`config.mk`:
```
export PLATFORM = sky130hd
export DESIGN_NAME = irq_controller
export DESIGN_NICKNAME = d
export VERILOG_FILES = /design/src/rtl/irq_ctrl_pkg.sv /design/src/rtl/irq_sync_edge.sv /design/src/rtl/irq_controller.sv
export SDC_FILE = /design/constraint.sdc
export NUM_CORES = 1
export LEC_CHECK = 0
export ABC_CLOCK_PERIOD_IN_PS = 2700
export BUFFER_PORTS_ARGS = -buffer_cell sky130_fd_sc_hd__buf_2
export CAP_MARGIN = 20
export CELL_PAD_IN_SITES_DETAIL_PLACEMENT = 1
export CELL_PAD_IN_SITES_GLOBAL_PLACEMENT = 2
export CORE_UTILIZATION = 31
export CTS_CLUSTER_SIZE = 16
export DETAILED_ROUTE_END_ITERATION = 12
export PLACE_DENSITY = 0.95
export SYNTH_ARGS = -nofsm -noshare
export SYNTH_HDL_FRONTEND = slang
export SYNTH_SLANG_ARGS = --single-unit
```
`constraint.sdc`:
```
create_clock -name clk -period 2.7 [get_ports clk]
set_input_delay 0.135 -clock clk [delete_from_list [all_inputs] [get_ports clk]]
set_output_delay 0.135 -clock clk [all_outputs]
set_load 0.03 [all_outputs]
```
`src/rtl/irq_ctrl_pkg.sv`:
```
// Shared constants for the interrupt controller: register map, ID layout and source limit.
package irq_ctrl_pkg;

  localparam int unsigned IRQ_MAX_SRC = 6;

  localparam logic [7:0] IRQ_CTRL = 8'h00;
  localparam logic [7:0] IRQ_MASK = 8'h04;
  localparam logic [7:0] IRQ_PEND = 8'h08;
  localparam logic [7:0] IRQ_MODE = 8'h0C;
  localparam logic [7:0] IRQ_ID   = 8'h10;
  localparam logic [7:0] IRQ_RAW  = 8'h14;

  localparam int unsigned IRQ_ID_VALID_BIT = 31;

endpackage

```
`src/rtl/irq_sync_edge.sv`:
```
// Per-source input synchronizer with a one-cycle delayed copy for rising-edge detection.
module irq_sync_edge #(
  parameter int unsigned SYNC_STAGES = 2
) (
  input  logic clk,
  input  logic sys_rstn,
  input  logic din,
  output logic lvl,
  output logic rise
);

  logic [SYNC_STAGES-1:0] sync_q;
  logic                   s_d_q;

  always_ff @(posedge clk or negedge sys_rstn) begin
    if (!sys_rstn) begin
      sync_q <= '0;
      s_d_q  <= 1'b0;
    end else begin
      sync_q <= {sync_q[SYNC_STAGES-2:0], din};
      s_d_q  <= sync_q[SYNC_STAGES-1];
    end
  end

  assign lvl  = sync_q[SYNC_STAGES-1];
  assign rise = lvl & ~s_d_q;

endmodule

```
`src/rtl/irq_controller.sv`:
```
// Interrupt controller: per-source sync/qualify/latch, mask and global enable, register
// file on the 8-bit device bus, and the registered HWInt vector.
module irq_controller import irq_ctrl_pkg::*; #(
  parameter int unsigned N_SRC       = 6,
  parameter int unsigned SYNC_STAGES = 2
) (
  input  logic                   clk,
  input  logic                   sys_rstn,
  input  logic [7:0]             Addr,
  input  logic                   WE,
  input  logic [31:0]            Din,
  output logic [31:0]            Dout,
  input  logic [N_SRC-1:0]       irq_in,
  output logic [IRQ_MAX_SRC-1:0] HWInt
);

  localparam logic [2:0] SEL_CTRL = IRQ_CTRL[4:2];
  localparam logic [2:0] SEL_MASK = IRQ_MASK[4:2];
  localparam logic [2:0] SEL_PEND = IRQ_PEND[4:2];
  localparam logic [2:0] SEL_MODE = IRQ_MODE[4:2];
  localparam logic [2:0] SEL_ID   = IRQ_ID[4:2];
  localparam logic [2:0] SEL_RAW  = IRQ_RAW[4:2];

  logic [2:0]             sel;
  logic                   wr_ctrl, wr_mask, wr_pend, wr_mode;
  logic [N_SRC-1:0]       lvl, rise, enabled;
  logic                   gen_q;
  logic [N_SRC-1:0]       mask_q, mode_q, pend_q, pend_d;
  logic [IRQ_MAX_SRC-1:0] hwint_q, hwint_d;
  logic [2:0]             id_idx;
  logic [31:0]            id_word;
  logic                   unused_bits;

  assign sel     = Addr[4:2];
  assign wr_ctrl = WE && (sel == SEL_CTRL);
  assign wr_mask = WE && (sel == SEL_MASK);
  assign wr_pend = WE && (sel == SEL_PEND);
  assign wr_mode = WE && (sel == SEL_MODE);

  assign unused_bits = ^{Addr[7:5], Addr[1:0], Din[31:N_SRC]};

  for (genvar g = 0; g < N_SRC; g++) begin : g_src
    irq_sync_edge #(
      .SYNC_STAGES(SYNC_STAGES)
    ) u_sync (
      .clk     (clk),
      .sys_rstn(sys_rstn),
      .din     (irq_in[g]),
      .lvl     (lvl[g]),
      .rise    (rise[g])
    );
  end

  // Edge mode: a fresh rise beats a same-cycle W1C so no event is lost.
  always_comb begin
    pend_d = pend_q;
    for (int i = 0; i < N_SRC; i++) begin
      if (mode_q[i]) begin
        pend_d[i] = rise[i] | (pend_q[i] & ~(wr_pend & Din[i]));
      end else begin
        pend_d[i] = lvl[i];
      end
    end
  end

  always_comb begin
    hwint_d = '0;
    if (gen_q) begin
      hwint_d[N_SRC-1:0] = pend_q & mask_q;
    end
  end

  always_ff @(posedge clk or negedge sys_rstn) begin
    if (!sys_rstn) begin
      gen_q   <= 1'b0;
      mask_q  <= '0;
      mode_q  <= '0;
      pend_q  <= '0;
      hwint_q <= '0;
    end else begin
      if (wr_ctrl) gen_q  <= Din[0];
      if (wr_mask) mask_q <= Din[N_SRC-1:0];
      if (wr_mode) mode_q <= Din[N_SRC-1:0];
      pend_q  <= pend_d;
      hwint_q <= hwint_d;
    end
  end

  assign HWInt   = hwint_q;
  assign enabled = pend_q & mask_q;

  // Scan high to low so the lowest enabled index is the one left standing.
  always_comb begin
    id_idx = 3'd0;
    for (int i = N_SRC - 1; i >= 0; i--) begin
      if (enabled[i]) id_idx = 3'(i);
    end
    id_word = '0;
    if (|enabled) begin
      id_word[IRQ_ID_VALID_BIT] = 1'b1;
      id_word[2:0]              = id_idx;
    end
  end

  always_comb begin
    Dout = '0;
    case (sel)
      SEL_CTRL: Dout[0]         = gen_q;
      SEL_MASK: Dout[N_SRC-1:0] = mask_q;
      SEL_PEND: Dout[N_SRC-1:0] = pend_q;
      SEL_MODE: Dout[N_SRC-1:0] = mode_q;
      SEL_ID:   Dout            = id_word;
      SEL_RAW:  Dout[N_SRC-1:0] = lvl;
      default:  Dout            = '0;
    endcase
  end

endmodule
```
==> impl_summary.txt <==
----------------------------------------------------
[Timing]
  Final hold violation count ... 8
  Period minus WS final ... 1748 ps
  Final setup violation count ... 0
  Worst Slack Setup Final ... 952.4 ps
  Achievable frequency ... 572.2 MHz
  Transition time at the pin with the least slew margin ... ~960 ps
  Worst clock skew on the final layout ... 4.289 ps
  Final Max Slew Viols ... 0
  Worst rel slew slack ... 0.3586
  RSZ-0062 raised after global routing ... no
  Final Hold Slack ... -4.258 ps
  Final cycle utilization of the critical path ... 0.6473
  Setup TNS ... 0 ps

[Logic synthesis]
  Top area cells in the synthesized netlist ... sky130_fd_sc_hd__dfrtp_1 55%, sky130_fd_sc_hd__mux2_2 10%, sky130_fd_sc_hd__buf_4 10%
  Most frequently used flop master after synthesis ... sky130_fd_sc_hd__dfrtp_1
  Number of instances in the synthesized netlist ... 157
  Top-area cell type share of the netlist area ... 0.5527
  Area leader, netlist ... sky130_fd_sc_hd__dfrtp_1
  Most repeated cell in the gate-level netlist after synthesis ... sky130_fd_sc_hd__dfrtp_1
  Sequential element share of the synthesized area ... 0.5527
  Proportion of register bits with asynchronous set or reset after synthesis ... 1.000
  Synthesized area per cell ... 12.40 um2
  Post-synthesis cell type count ... 28
  Yosys warning count ... 0
  Commonest cells in the netlist ... 43 x sky130_fd_sc_hd__dfrtp_1, 26 x sky130_fd_sc_hd__buf_4, 19 x sky130_fd_sc_hd__nand2_1, 18 x sky130_fd_sc_hd__mux2_2, 7 x sky130_fd_sc_hd__a22oi_1
  Synthesized flop and latch total ... 43
  Number of synthesized flops with an enable pin ... 0
  Cell area after synthesis ... 1947 um2

[Power and ir drop]
  Overall power of the completed layout ... 1.528 mW
  Switching power share of the total ... 0.3192
  Internal Dissipation ... 1.040 mW
  Highest ir drop seen on vdd ... between 200 and 300 uV
  Switching power of the nets ... ~0.49 mW
  Static leakage ... ~1.1 nW
  Power share of the combinational group ... 0.225
  Power share of the clock group ... 0.240
  Pwr/cell area ... between 600 and 700 nW/um2
  Seq pwr share ... 0.536

[Finish]
  Net count of the finished layout ... 245
  Antenna fix cells ... 0
  Layout Cell Area excl Fill ... between 2000 and 2500 um2
  Synth-to-Final Area Change ... 13.11%
  Fraction of final layout cells sized beyond drive strength 1 ... 0.2923

[GRT]
  Overall overflow remaining after global route ... 0
  Vias in the first global route ... 1304
  Total Routing Usage GR ... 0.1388
  First-pass GRT wire length ... 6548 um
  Largest net degree at the start of global routing ... 44
  Number of antenna violations at the first check in global routing ... 0

[Placement]
  PortBufs ... 30
  Final HPWL DP ... 2853 um
  Placed standard-cell area ... 2069 um2
  Final estimated routing congestion in global placement ... 0.7826
  Worst slack, placed ... 1078 ps

[Route]
  Final routed wire length divided by cell count ... approximately 15 um
  DRC violation count after routing ... 0
  Vias per inst ... 4.859
  First-pass iteration count of the detailed router ... 4
  Post-detailed-routing wire length ... 4095 um
  Vias post-DR ... 1312
  Number of nets with antenna violations after detailed routing ... 0
  DR iter-0 viols ... around 70

[Setup path]
  Worst Reg-to-Reg Cells ... 1
  Cells traversed along the worst timing path ... mux2_2 > a22oi_1 > nor2_1 > a221o_1 > buf_2
  Highest cell delay on the worst timing path ... 410 ps
  Worst setup path startpoint ... mode_q[2]$_DFFE_PN0P_
  Crit path required time ... approximately 2600 ps
  WP buf/inv ... 1
  Largest delay contributor family on the critical path ... compound AO/OA/AOI/OAI gates
  Critical-path maximum fanout ... 4
  Classification of the worst setup path ... register to output port
  Type of destination of the critical path ... output port
  Register-to-register setup slack ... 1830 ps
  Terminus of the critical flop-to-flop path ... gen_q$_DFFE_PN0P_
  Crit path DAT ... 1610 ps
  Worst R2R Start ... gen_q$_DFFE_PN0P_
  Critical path launch point type ... register
  Critical-path top delay cell ... sky130_fd_sc_hd__dfrtp_1

[Clock network]
  H-tree depth ... 2
  CTS tree ... yes
  Register clock-pin slew on the reported worst setup and hold paths ... around 70 ps
  Total setup buffers inserted after CTS ... 0
  Source-to-sink clock delay at the later pin of the worst-skew pair ... 290 ps
  Longest Clk Path Bufs ... 2
  TritonCTS buffer count ... 5
  Clock root buffer ... sky130_fd_sc_hd__clkbuf_8
  Number of clock sinks ... 43

[Floorplanning]
  Area enclosed by the die boundary ... 6601 um2
  Area of the placeable core ... ~6000 um2
  Height of the chip ... 81.25 um
  Initial Utilization ... 0.3250
  Placement row count ... 28
  Die span in x ... 81.25 um
  IO Pins ... 87

[Min path]
  Worst hold path type ... primary input to async pin

[Outcome]
  Violated checks ... negative hold slack
  Result of the run ... complete, but fails checks

[Run]
  Reported max-cap violation count ... 0

----------------------------------------------------
==> metrics by stage <==
stage,cells,util
floorplan,181,-
global placement,258,0.3454
detailed placement,258,0.3454
CTS,270,0.3676
global route,270,0.3676
finish,270,0.3676
==> final cells by class <==
type                       count  area [um2]
tap                           75       93.84
fill                         674        3789
multi-input combinational    110       749.5
clock buffer                   6       72.57
timing repair buffer          36       210.2
sequential                    43        1076
==> sequential cells by signal, summed over array words and instances, names as in the netlist <==
register,count
HWInt,6
g_src.u_sync.s_d_q,6
g_src.u_sync.sync_q,12
gen_q,1
mask_q,6
mode_q,6
pend_q,6
==> cells by family (layout without fill, tap and decap cells) <==
kind of cell	count (synthesis)	in the layout	share of synthesized area
AO/OA/AOI/OAI	26	26	0.1015
buffers and inverters	28	42	0.1086
other	1	25	0.001926
flip-flops	43	43	0.5527
multiplexers	20	20	0.1144
AND/OR/NAND/NOR	39	39	0.1208
==> repair_timing <==
item | 4_1_cts | 5_1_grt
gates resized for setup | 0 | 0
hold endpoints to repair | 6 | 0
hold buffers | 6 | 0
==> power groups by stage <==
stage               clock network [mW]  logic [mW]  registers [mW]
floorplan                            0       0.258           0.826
global placement                     0       0.328           0.821
detailed placement                   0       0.339           0.830
CTS                              0.389       0.347           0.819
global route                     0.416       0.373           0.833
finish                           0.366       0.343           0.819
==> per-layer routing <==
metal | up-vias | GRT usage | wire length [um]
li1 | 587 | - | -
met1 | 665 | 0.1691 | 1737
met2 | 50 | 0.2168 | 1987
met3 | 10 | 0.04270 | 240
met4 | 0 | 0.07857 | 129
met5 | - | 0 | 0
==> placed cells by master (no fill, tap or decap), types with 4 or more instances in the layout <==
| cell | count |
|---|---|
| sky130_fd_sc_hd__nand2_1 | 19 |
| sky130_fd_sc_hd__clkbuf_8 | 5 |
| sky130_fd_sc_hd__dfrtp_1 | 43 |
| sky130_fd_sc_hd__a22oi_1 | 7 |
| sky130_fd_sc_hd__nor2_1 | 4 |
| sky130_fd_sc_hd__conb_1 | 25 |
| sky130_fd_sc_hd__o21ai_0 | 6 |
| sky130_fd_sc_hd__and3_1 | 6 |
| sky130_fd_sc_hd__buf_2 | 30 |
| sky130_fd_sc_hd__mux2_2 | 18 |
| sky130_fd_sc_hd__a32o_1 | 6 |
| sky130_fd_sc_hd__dlygate4sd3_1 | 6 |
==> worst max-delay path by stage <==
| stage | slack, ps | cells past startpoint | endpoint |
|---|---|---|---|
| 3_5_place_dp | 1080 | 6 | Dout[2] |
| 2_1_floorplan | 1280 | 4 | Dout[3] |
| 5_1_grt | 830 | 4 | Dout[2] |
| 4_1_cts | 930 | 5 | Dout[2] |
| 6_report | 950 | 5 | Dout[2] |
| 3_3_place_gp | 1100 | 6 | Dout[2] |
No activity file was read; power rests on OpenSTA's default activity.
